$ cat src/rtl/md5_pkg.sv
// Shared types for the MD5 accelerator: block type, read-FSM states and the
// read reorder-buffer slot layout.
package md5_pkg;

    localparam int MD5_BLOCK_W         = 512;
    localparam int MD5_MAX_OUTSTANDING = 8;

    typedef logic [MD5_BLOCK_W-1:0] t_block;

    typedef logic [$clog2(MD5_MAX_OUTSTANDING)-1:0] t_rd_tag;

    typedef enum logic [1:0] {
        S_RD_IDLE   = 2'd0,
        S_RD_FETCH  = 2'd1,
        S_RD_FINISH = 2'd2
    } t_rd_state;

    typedef struct packed {
        logic   valid;
        logic   pending;
        t_block data;
    } t_rd_slot;

endpackage

$ cat src/rtl/md5_rd_rob.sv
// Read reorder buffer: one slot per tag, with pending (request in flight) and
// valid (data landed, not yet consumed) bitmaps.
module md5_rd_rob
    import md5_pkg::*;
#(
    parameter int DEPTH = MD5_MAX_OUTSTANDING,
    parameter int TAG_W = $clog2(DEPTH)
) (
    input  logic             clk,
    input  logic             rst,
    input  logic             clr,
    input  logic             set_pend,
    input  logic [TAG_W-1:0] set_tag,
    input  logic             wr_en,
    input  logic [TAG_W-1:0] wr_tag,
    input  logic             wr_keep,
    input  t_block           wr_data,
    input  logic             pop,
    input  logic [TAG_W-1:0] head,
    output t_rd_slot         head_slot,
    output logic [DEPTH-1:0] pend_map
);

    logic [DEPTH-1:0] pend_q;
    logic [DEPTH-1:0] valid_q;
    logic [DEPTH-1:0] set_mask;
    logic [DEPTH-1:0] wr_mask;
    logic [DEPTH-1:0] keep_mask;
    logic [DEPTH-1:0] pop_mask;
    t_block           mem [DEPTH];

    assign set_mask  = set_pend ? (DEPTH'(1) << set_tag) : '0;
    assign wr_mask   = wr_en    ? (DEPTH'(1) << wr_tag)  : '0;
    assign keep_mask = wr_keep  ? wr_mask : '0;
    assign pop_mask  = pop      ? (DEPTH'(1) << head)    : '0;

    // A landing response and a pop never hit the same slot, so the masks compose freely.
    always_ff @(posedge clk or posedge rst) begin
        if (rst) begin
            pend_q  <= '0;
            valid_q <= '0;
        end else if (clr) begin
            pend_q  <= '0;
            valid_q <= '0;
        end else begin
            pend_q  <= (pend_q & ~wr_mask) | set_mask;
            valid_q <= (valid_q & ~pop_mask) | keep_mask;
        end
    end

    always_ff @(posedge clk) begin
        if (wr_en && wr_keep) begin
            mem[wr_tag] <= wr_data;
        end
    end

    assign head_slot = '{valid: valid_q[head], pending: pend_q[head], data: mem[head]};
    assign pend_map  = pend_q;

endmodule

$ cat src/rtl/md5_rd_scheduler.sv
// Read-side controller: issues bounded outstanding CCI-P c0 reads for the host
// buffer and hands the lines to the MD5 core strictly in address order.
module md5_rd_scheduler
    import md5_pkg::*;
#(
    parameter int MAX_OUTSTANDING = MD5_MAX_OUTSTANDING,
    parameter int TAG_W           = $clog2(MAX_OUTSTANDING),
    parameter int CL_ADDR_W       = 42
) (
    input  logic                 clk,
    input  logic                 SoftReset,
    input  logic                 start,
    input  logic                 stop,
    input  logic [63:0]          buf_addr,
    input  logic [31:0]          buf_lines,
    output logic                 rd_req_valid,
    output logic [CL_ADDR_W-1:0] rd_req_addr,
    output logic [TAG_W-1:0]     rd_req_tag,
    input  logic                 c0_almost_full,
    input  logic                 rd_rsp_valid,
    input  logic [TAG_W-1:0]     rd_rsp_tag,
    input  t_block               rd_rsp_data,
    output logic                 blk_valid,
    output t_block               blk_data,
    output logic                 blk_last,
    input  logic                 blk_ready,
    output logic                 busy,
    output logic                 done,
    output logic                 aborted,
    output logic                 tag_err
);

    t_rd_state                state_q, state_d;
    logic [31:0]              issued_q, popped_q, lines_q;
    logic [CL_ADDR_W-1:0]     base_q;
    logic                     stop_q;
    logic                     tag_err_q;
    logic                     req_valid_q;
    logic [CL_ADDR_W-1:0]     req_addr_q;
    logic [TAG_W-1:0]         req_tag_q;

    logic                     start_go;
    logic [31:0]              in_flight;
    logic                     fetch_issue;
    logic                     idle_issue;
    logic                     issue;
    logic [CL_ADDR_W-1:0]     issue_addr;
    logic [TAG_W-1:0]         issue_tag;
    logic                     rsp_live;
    logic                     rsp_hit;
    logic                     rsp_miss;
    logic                     pop;
    logic                     last_pop;
    logic                     pend_drained;
    logic [MAX_OUTSTANDING-1:0] rsp_mask;
    logic [MAX_OUTSTANDING-1:0] pend_map;
    t_rd_slot                 head_slot;
    logic                     unused_ok;

    assign unused_ok = ^{buf_addr[63:CL_ADDR_W+6], buf_addr[5:0], head_slot.pending};

    assign start_go  = (state_q == S_RD_IDLE) && start;
    assign in_flight = issued_q - popped_q;

    // A stop arriving this cycle already blocks issue; the latched copy takes over next cycle.
    assign fetch_issue = (state_q == S_RD_FETCH) && (issued_q < lines_q) && !c0_almost_full &&
                         (in_flight < 32'(MAX_OUTSTANDING)) && !stop_q && !stop;
    assign idle_issue  = start_go && (buf_lines != 32'd0) && !c0_almost_full;
    assign issue       = fetch_issue || idle_issue;
    assign issue_addr  = start_go ? buf_addr[CL_ADDR_W+5:6] : base_q + CL_ADDR_W'(issued_q);
    assign issue_tag   = start_go ? '0 : issued_q[TAG_W-1:0];

    assign rsp_live = rd_rsp_valid && (state_q != S_RD_IDLE);
    assign rsp_hit  = rsp_live && pend_map[rd_rsp_tag];
    assign rsp_miss = rsp_live && !pend_map[rd_rsp_tag];
    assign rsp_mask = rsp_hit ? (MAX_OUTSTANDING'(1) << rd_rsp_tag) : '0;

    assign pend_drained = (pend_map & ~rsp_mask) == '0;

    assign blk_valid = (state_q == S_RD_FETCH) && !stop_q && head_slot.valid;
    assign blk_data  = head_slot.data;
    assign blk_last  = blk_valid && (popped_q == lines_q - 32'd1);
    assign pop       = blk_valid && blk_ready;
    assign last_pop  = pop && (popped_q + 32'd1 == lines_q);

    md5_rd_rob #(
        .DEPTH (MAX_OUTSTANDING),
        .TAG_W (TAG_W)
    ) u_rob (
        .clk       (clk),
        .rst       (SoftReset),
        .clr       (state_q == S_RD_FINISH),
        .set_pend  (issue),
        .set_tag   (issue_tag),
        .wr_en     (rsp_hit),
        .wr_tag    (rd_rsp_tag),
        .wr_keep   (!stop_q),
        .wr_data   (rd_rsp_data),
        .pop       (pop),
        .head      (popped_q[TAG_W-1:0]),
        .head_slot (head_slot),
        .pend_map  (pend_map)
    );

    // Finish decisions look ahead at this cycle's pop/response so done lands one cycle later.
    always_comb begin
        state_d = state_q;
        case (state_q)
            S_RD_IDLE: begin
                if (start) begin
                    state_d = (buf_lines == 32'd0) ? S_RD_FINISH : S_RD_FETCH;
                end
            end
            S_RD_FETCH: begin
                if (stop_q) begin
                    if (pend_drained) begin
                        state_d = S_RD_FINISH;
                    end
                end else if (last_pop || (popped_q == lines_q)) begin
                    state_d = S_RD_FINISH;
                end
            end
            S_RD_FINISH: state_d = S_RD_IDLE;
            default:     state_d = S_RD_IDLE;
        endcase
    end

    always_ff @(posedge clk or posedge SoftReset) begin
        if (SoftReset) begin
            state_q     <= S_RD_IDLE;
            issued_q    <= '0;
            popped_q    <= '0;
            lines_q     <= '0;
            base_q      <= '0;
            stop_q      <= 1'b0;
            tag_err_q   <= 1'b0;
            req_valid_q <= 1'b0;
            req_addr_q  <= '0;
            req_tag_q   <= '0;
        end else begin
            state_q     <= state_d;
            req_valid_q <= issue;
            if (issue) begin
                req_addr_q <= issue_addr;
                req_tag_q  <= issue_tag;
            end
            if (start_go) begin
                base_q   <= buf_addr[CL_ADDR_W+5:6];
                lines_q  <= buf_lines;
                popped_q <= '0;
                issued_q <= idle_issue ? 32'd1 : 32'd0;
                stop_q   <= 1'b0;
            end else begin
                if (issue) begin
                    issued_q <= issued_q + 32'd1;
                end
                if (pop) begin
                    popped_q <= popped_q + 32'd1;
                end
                if (state_q == S_RD_FINISH) begin
                    stop_q <= 1'b0;
                end else if ((state_q == S_RD_FETCH) && stop && (state_d == S_RD_FETCH)) begin
                    stop_q <= 1'b1;
                end
            end
            if (rsp_miss) begin
                tag_err_q <= 1'b1;
            end
        end
    end

    assign rd_req_valid = req_valid_q;
    assign rd_req_addr  = req_addr_q;
    assign rd_req_tag   = req_tag_q;
    assign busy         = (state_q != S_RD_IDLE);
    assign done         = (state_q == S_RD_FINISH);
    assign aborted      = (state_q == S_RD_FINISH) && stop_q;
    assign tag_err      = tag_err_q;

endmodule

$ cat config.mk
export PLATFORM = sky130hd
export DESIGN_NAME = md5_rd_scheduler
export DESIGN_NICKNAME = d
export VERILOG_FILES = /design/src/rtl/md5_pkg.sv /design/src/rtl/md5_rd_rob.sv /design/src/rtl/md5_rd_scheduler.sv
export SDC_FILE = /design/constraint.sdc
export NUM_CORES = 2
export LEC_CHECK = 0
export ABC_AREA = 1
export ABC_CLOCK_PERIOD_IN_PS = 39600
export BUFFER_PORTS_ARGS = -buffer_cell sky130_fd_sc_hd__buf_2
export CAP_MARGIN = 20
export CORE_MARGIN = 3
export CORE_UTILIZATION = 30
export CTS_BUF_LIST = sky130_fd_sc_hd__clkbuf_4
export CTS_CLUSTER_DIAMETER = 150
export CTS_CLUSTER_SIZE = 24
export DETAILED_ROUTE_END_ITERATION = 8
export GPL_TIMING_DRIVEN = 0
export PLACE_DENSITY = 0.49
export SLEW_MARGIN = 10
export SYNTH_ARGS = -nofsm -noshare
export SYNTH_HDL_FRONTEND = slang
export SYNTH_SLANG_ARGS = --single-unit
$ cat constraint.sdc
create_clock -name clk -period 39.6 [get_ports clk]
set_clock_uncertainty 0.15 [all_clocks]
set_input_delay 0 -clock clk [delete_from_list [all_inputs] [get_ports clk]]
set_output_delay 0 -clock clk [all_outputs]
set_load 0.005 [all_outputs]
* Word-level counts from Yosys, hierarchy flattened
Memory sizes are Yosys's and may differ from the RTL's.
Index checks and enable logic that the tools add are counted.
** Word-level totals
- Register bits :: 204
- Bits in writable memories :: 4096
- Bits of input ports :: 618
- Output and inout port bits :: 564
- Logic and storage cells :: 99
- Memories :: 1
** Memory list
- u_rob.mem :: depth 8, width 512, rd ports 1, clocked after memory_dff 0, wr ports 1, RTL line md5_rd_rob.sv:30 : t_block mem [DEPTH];
** Operators by class
- Add/sub/neg operators :: 5
- Order comparisons :: 4
- Eq/ne operators :: 6
- Shifts and indexed selects :: 3
- Multiplexer cells :: 28
- Bitwise logic cells :: 6
- Reduce and logical (&&, ||, !) cells :: 34
** Operators by type and width (number)
- $mux 32 :: 4
- $eq 32x32->1 :: 3
- $add 32x1->32 const B :: 2
- $mux 8 :: 6
- $add 42x32->42 :: 1
- $mux 42 :: 1
- $logic_not 32->1 :: 1
- $lt 32x32->1 :: 1
- $lt 32x4->1 const B :: 1
- $reduce_bool 32->1 :: 1
- $sub 32x1->32 const B :: 1
- $sub 32x32->32 :: 1
- $shl 1x3->8 const A :: 3
- $logic_and 1x1->1 :: 20
- $and 8x8->8 :: 2
- $not 8->8 :: 2
- $or 8x8->8 :: 2
- $mux 2 :: 5
- $logic_not 8->1 :: 1
- $lt 3x4->1 const B :: 2
- $mux 1 :: 8
- $bmux 1 s3 :: 2
- $reduce_bool 2->1 :: 3
- $eq 2x1->1 const B :: 2
- 7 further kinds :: 11

* Logic depth before layout (Yosys ltp)
- Depth in word-level cells :: 15
- Depth in mapped cells :: 27
- Depth with buffers taken out :: 22

* By module
From an unflattened synthesis, not the netlist that was laid out.
** Second synthesis, totals
- Cells, all modules :: 18413
- Area total of the unflattened synthesis :: 184793.5 um^2
** By module, submodules not included
- md5_rd_rob :: times used 1, cells each 15806, area each 168456.6 um^2, seq. area each 123398.3 um^2
- md5_rd_scheduler :: times used 1, cells each 2607, area each 16336.9 um^2, seq. area each 4704.5 um^2

* Worst setup path before layout
No wires, ideal clock.
- Path type :: input -> register
- From :: input port rd_rsp_tag[1]
- To :: memory u_rob.mem[7][0] in the netlist's numbering, enable pin
- Library setup time :: 2.023 ns
- Arrival time :: 35.208 ns
- Data required time :: 37.427 ns
- Setup slack :: 2.219 ns
- Cell stages on the path :: 10
- Buffers on the path :: 0
- Cell sequence :: inv_1 -> or2_2 -> inv_1 -> nand2_1 -> nand3_1 -> nand3b_1 -> nand2_1 -> inv_1 -> nand3_1 -> nor3_1
** Between the ends
- Word-level cells in the longest chain between the ends :: 6
** RTL lines
- start: declaration :: RTL line md5_rd_scheduler.sv:21 : input logic [TAG_W-1:0] rd_rsp_tag,
- $bmux 1 s3 :: RTL line md5_rd_scheduler.sv:74 : assign rsp_hit = rsp_live && pend_map[rd_rsp_tag];
- $mux 1 (not written as such) :: RTL line md5_rd_scheduler.sv:74
- $logic_and 1x1->1 :: RTL line md5_rd_scheduler.sv:74
- $logic_and 1x1->1 :: RTL line md5_rd_rob.sv:52 : if (wr_en && wr_keep) begin
- $mux 1 :: RTL line md5_rd_rob.sv:52
- $mux 1 (not written as such) :: RTL line md5_rd_rob.sv:53 : mem[wr_tag] <= wr_data;
- end: declaration :: RTL line md5_rd_rob.sv:30
Parallel ways exist; a longest one is shown, timed or not. The select of a mux whose other input is x is not followed.

* Worst setup path after layout
- From :: register popped_q[0]
- To :: register state_q[1]
** Between the ends
- Word-level cells in the longest chain between the ends :: 9
- Elaborated cells on any way between the ends :: 12
- Classes of those cells :: 1 x add/sub; 2 x eq/ne; 5 x mux; 4 x reduce/logical
** RTL lines
- start: declaration :: RTL line md5_rd_scheduler.sv:34 : logic [31:0] issued_q, popped_q, lines_q;
- start signal: assignment :: RTL line md5_rd_scheduler.sv:158 : popped_q <= popped_q + 32'd1;
- branches (longest 5 deep; another with $add 32x1->32)
- $logic_or 1x1->1 * :: RTL line md5_rd_scheduler.sv:119 : end else if (last_pop || (popped_q == lines_q)) begin
- $mux 2 * :: RTL line md5_rd_scheduler.sv:119
- $mux 2 * :: RTL line md5_rd_scheduler.sv:115 : if (stop_q) begin
- $pmux 2 s2 * :: RTL line md5_rd_scheduler.sv:108 : case (state_q)
- via state_d[1] :: RTL line md5_rd_scheduler.sv:33 : t_rd_state state_q, state_d;
- end signal: assignment :: RTL line md5_rd_scheduler.sv:141 : state_q <= state_d;
- end: declaration :: RTL line md5_rd_scheduler.sv:33
Mark *: on every way through the listed nets, which the timed path passes. The select of a mux whose other input is x is not followed.
A chain may end at the register's enable or synchronous reset.

==> flow_summary.ini <==
[run_status]
status = complete, no violations

[finish]
final_common_cell = sky130_fd_sc_hd__edfxtp_1
finish.cell_count_without_fillers = 25400
layout-drive-gt1-share_pct = 10.4
multi_input_area_um2 = 40500
commonest_cells_after_routing_fill_and_taps_aside = sky130_fd_sc_hd__edfxtp_1, sky130_fd_sc_hd__nor2_1, sky130_fd_sc_hd__o21ai_0
area.sequential_um2 = 128000
area_delta_synth_final_pct = 24.9
fillerInstances = 56200
layout.nets = 18500

[power]
power.share.clock_pct = 15.6
p_leak_nw = 74.4
cellInternalPower_mw = 6.60
vdd_ir_drop_max_mv = 0.0346
p_sw_mw = 4.08
sw_frac_of_total_pct = 38.2
power_density_of_the_placed_cells_nw_per_um2 = 49.5
combinationalPowerShare_pct = 36.0
seq_power_share_pct = 48.5
power_mw = 10.7

[sta]
setup_viol_count_final = 0
relSlewSlack_pct = 31.0
finalCritPeriodShare_pct = 20.2
timing.final.hold_violations = 0
holdWs_ps = 263
drv_slew = 0
max_freq_ghz = 0.125
finalSetupTns_ps = 0
worst_pin_slew_ps = 1030
period_needed_ps = 7980
rsz0062_at_grt = false

[worst_hold_path]
holdCritPathClass = in2reg

[drt]
drt_iter0_markers = 11200
vias = 126000
drc = 0
route.detailed.vias_per_inst = 4.96
pre_antenna_drt_iters = 5
routed_wl_mm = 649
wl_per_cell_um = 25.5
drt.antenna.violating_nets = 0

[worst_setup_path]
critical_path.endpoint_type = register
critical_path.slowest_cell = sky130_fd_sc_hd__buf_2
arrival_ps = 9340
cp.required_ps = 40960
timing_worst_setup_path_type = reg2reg
crit_fanout = 11
cp_slowest_stage_delay_ps = 730
timing.critical_path.mode_cell = sky130_fd_sc_hd__nand2_1
critPathLaunchType = register

[synth]
netlist_area_um2 = 173000
synth.top_cells.by_area = sky130_fd_sc_hd__edfxtp_1, sky130_fd_sc_hd__nor2_1, sky130_fd_sc_hd__o21ai_0, sky130_fd_sc_hd__dfrtp_1, sky130_fd_sc_hd__o22ai_1
synth_top_cell_area_share_pct = 71.1
portion_of_the_post_synthesis_area_used_by_sequential_elements_pct = 74.1
synth-async-reset-ratio_pct = 4.74
yosys_register_bits = 4300
netlist-cell-type-count = 47
ys.warnings.count = 0
synth-edff-count = 4096
synth_ff_type = sky130_fd_sc_hd__edfxtp_1
largest_area_contributor_in_the_synthesized_netlist = sky130_fd_sc_hd__edfxtp_1
synth.avg_cell_area_um2 = 12.2
postSynthCellCount = 14100
syn_nets = 14800

[clock_network]
postCtsSetupBuffers = 0
cts_buffers = 207
maximum_level_of_the_cts_h_tree = 4
tritoncts_clock_tree = built
clk_pin_slew_worst_paths_ps = 280
cts_sinks = 4300
cts_max_path_buffers = 4
root_buffer_cell = sky130_fd_sc_hd__clkbuf_4
latest_clock_arrival_within_the_worst_skew_pair_ps = 1540

[global_route]
groute.usage.overall_pct = 21.3
grt_pass1_wl_mm = 912
via_count_of_the_first_global_routing_pass = 122000
grt-ovfl-total = 0
maximum_number_of_pins_on_one_net_before_global_route_repair = 89
antenna_found_initial = 105

[die]
placeable_area_um2 = 574000
dieWidth_um = 765
die_h_um = 765
floorplan.rows = 278
initial_core_util_pct = 30.1
die_area_um2 = 586000
io-pin-count = 1182

[placed_design]
post-place-cells = 23100
buffer_ports.inserted = 1159
finalWeightedCongestion = 0.904
dp.final_hpwl_mm = 460

[run]
max-cap-violations = 0
-- critical path: cells and delay by family, from the launching register on --
| kind | cells | cell delay (ps) |
|---|---|---|
| compound gates | 1 | 150 |
| xor+xnor | 1 | 200 |
| fa+ha+maj | 1 | 360 |
| buf+inv | 10 | 5310 |
| flops | 1 | 560 |
| simple gates | 12 | 1080 |
-- layout make-up --
class                      instances  share of cell area, %
antenna                           59                 0.0684
buffer                           854                   1.56
clock buffer                     230                  0.800
clock inverter                    23                  0.143
inverter                         318                  0.556
multi-input combinational       8651                   18.7
sequential                      4300                   59.3
tap                             7560                   4.38
timing repair buffer            3434                   14.4
-- per-stage QoR --
stage / cell area (um2) / util, % / worst slack, ps
3_3_place_gp: 188000 / 32.8 / -38070
3_5_place_dp: 194000 / 33.8 / 32880
6_report: 216000 / 37.6 / 31620
4_1_cts: 216000 / 37.6 / 31270
5_1_grt: 216000 / 37.6 / 31010
2_1_floorplan: 173000 / - / 2220
-- cell families after synthesis --
family / share of synthesized area [%]
compound gates: 10.7
buf+inv: 2.58
fa+ha+maj: 0.742
xor+xnor: 0.674
simple gates: 11.3
flops: 74.1
-- flip-flops by register name, summed over array words and instances (netlist names) --
register and count:
base_q 42, issued_q 32, lines_q 32, popped_q 32, rd_req_addr 42, rd_req_tag 3, rd_req_valid 1, state_q 2
stop_q 1, tag_err 1, u_rob.mem 4096, u_rob.pend_map 8, u_rob.valid_q 8
-- layer usage --
layer  vias up  track usage (%)  part of all wire, %
met2      3984             34.8                   47
met5         -                0                0.063
met4        64             7.09                  3.8
met1     63300             29.1                   43
met3       802             3.07                  6.0
li1      58000                -                    -
-- synth_stat cells (2+ instances only) --
cell type / instances
sky130_fd_sc_hd__o31a_1: 2
sky130_fd_sc_hd__o22ai_1: 530
sky130_fd_sc_hd__nor3_1: 52
sky130_fd_sc_hd__nand2_1: 853
sky130_fd_sc_hd__o211ai_1: 6
sky130_fd_sc_hd__nand3b_1: 35
sky130_fd_sc_hd__nor4_1: 27
sky130_fd_sc_hd__o31ai_1: 7
sky130_fd_sc_hd__o21a_1: 3
sky130_fd_sc_hd__buf_6: 3
sky130_fd_sc_hd__o2111ai_1: 3
sky130_fd_sc_hd__o21ai_1: 7
sky130_fd_sc_hd__xor2_1: 96
sky130_fd_sc_hd__edfxtp_1: 4096
sky130_fd_sc_hd__nand3_2: 2
sky130_fd_sc_hd__ha_1: 101
sky130_fd_sc_hd__a21boi_0: 3
sky130_fd_sc_hd__a21oi_1: 123
sky130_fd_sc_hd__nand3_1: 155
sky130_fd_sc_hd__buf_4: 5
sky130_fd_sc_hd__buf_1: 72
sky130_fd_sc_hd__nand4_1: 40
sky130_fd_sc_hd__or2_2: 7
sky130_fd_sc_hd__a21o_1: 7
sky130_fd_sc_hd__and2_1: 3
sky130_fd_sc_hd__xnor2_1: 37
sky130_fd_sc_hd__nor2_1: 3828
sky130_fd_sc_hd__buf_2: 16
sky130_fd_sc_hd__inv_2: 3
sky130_fd_sc_hd__clkbuf_1: 758
sky130_fd_sc_hd__o21ai_0: 2180
sky130_fd_sc_hd__nor2_2: 10
sky130_fd_sc_hd__a31oi_1: 516
sky130_fd_sc_hd__dfrtp_1: 204
sky130_fd_sc_hd__inv_1: 314
sky130_fd_sc_hd__o21bai_1: 8
-- power by group through the flow --
stage / logic [mW] / registers, mW / clock network, mW
after floorplan: 1.71 / 5.32 / 0
after global placement: 3.54 / 5.41 / 0
after detailed placement: 3.61 / 5.27 / 0
after CTS: 3.87 / 5.17 / 1.72
after global routing: 4.18 / 5.19 / 1.85
final: 3.84 / 5.18 / 1.66
-- repair_timing --
item / 4_1_cts / 5_1_grt
endpoints found under the hold margin: 7959 / 0
hold buffers: 1970 / 0
resized for setup: 0 / 0
-- worst paths after layout --
path / start / end / slack [ps] / cells after the start
setup / recovery: popped_q[0] / state_q[1] / 31620 / 25
max in group asynchronous: SoftReset / u_rob.valid_q[0] / 37450 / 9
hold reg to reg: rd_req_addr[15] / rd_req_addr[15] / 350 / 2
hold / removal: rd_rsp_data[363] / u_rob.mem[2][363] / 260 / 4
min in group asynchronous: SoftReset / base_q[15] / 600 / 7
setup reg to reg: popped_q[0] / state_q[1] / 31620 / 25
Power figures use the tool's default switching activity.
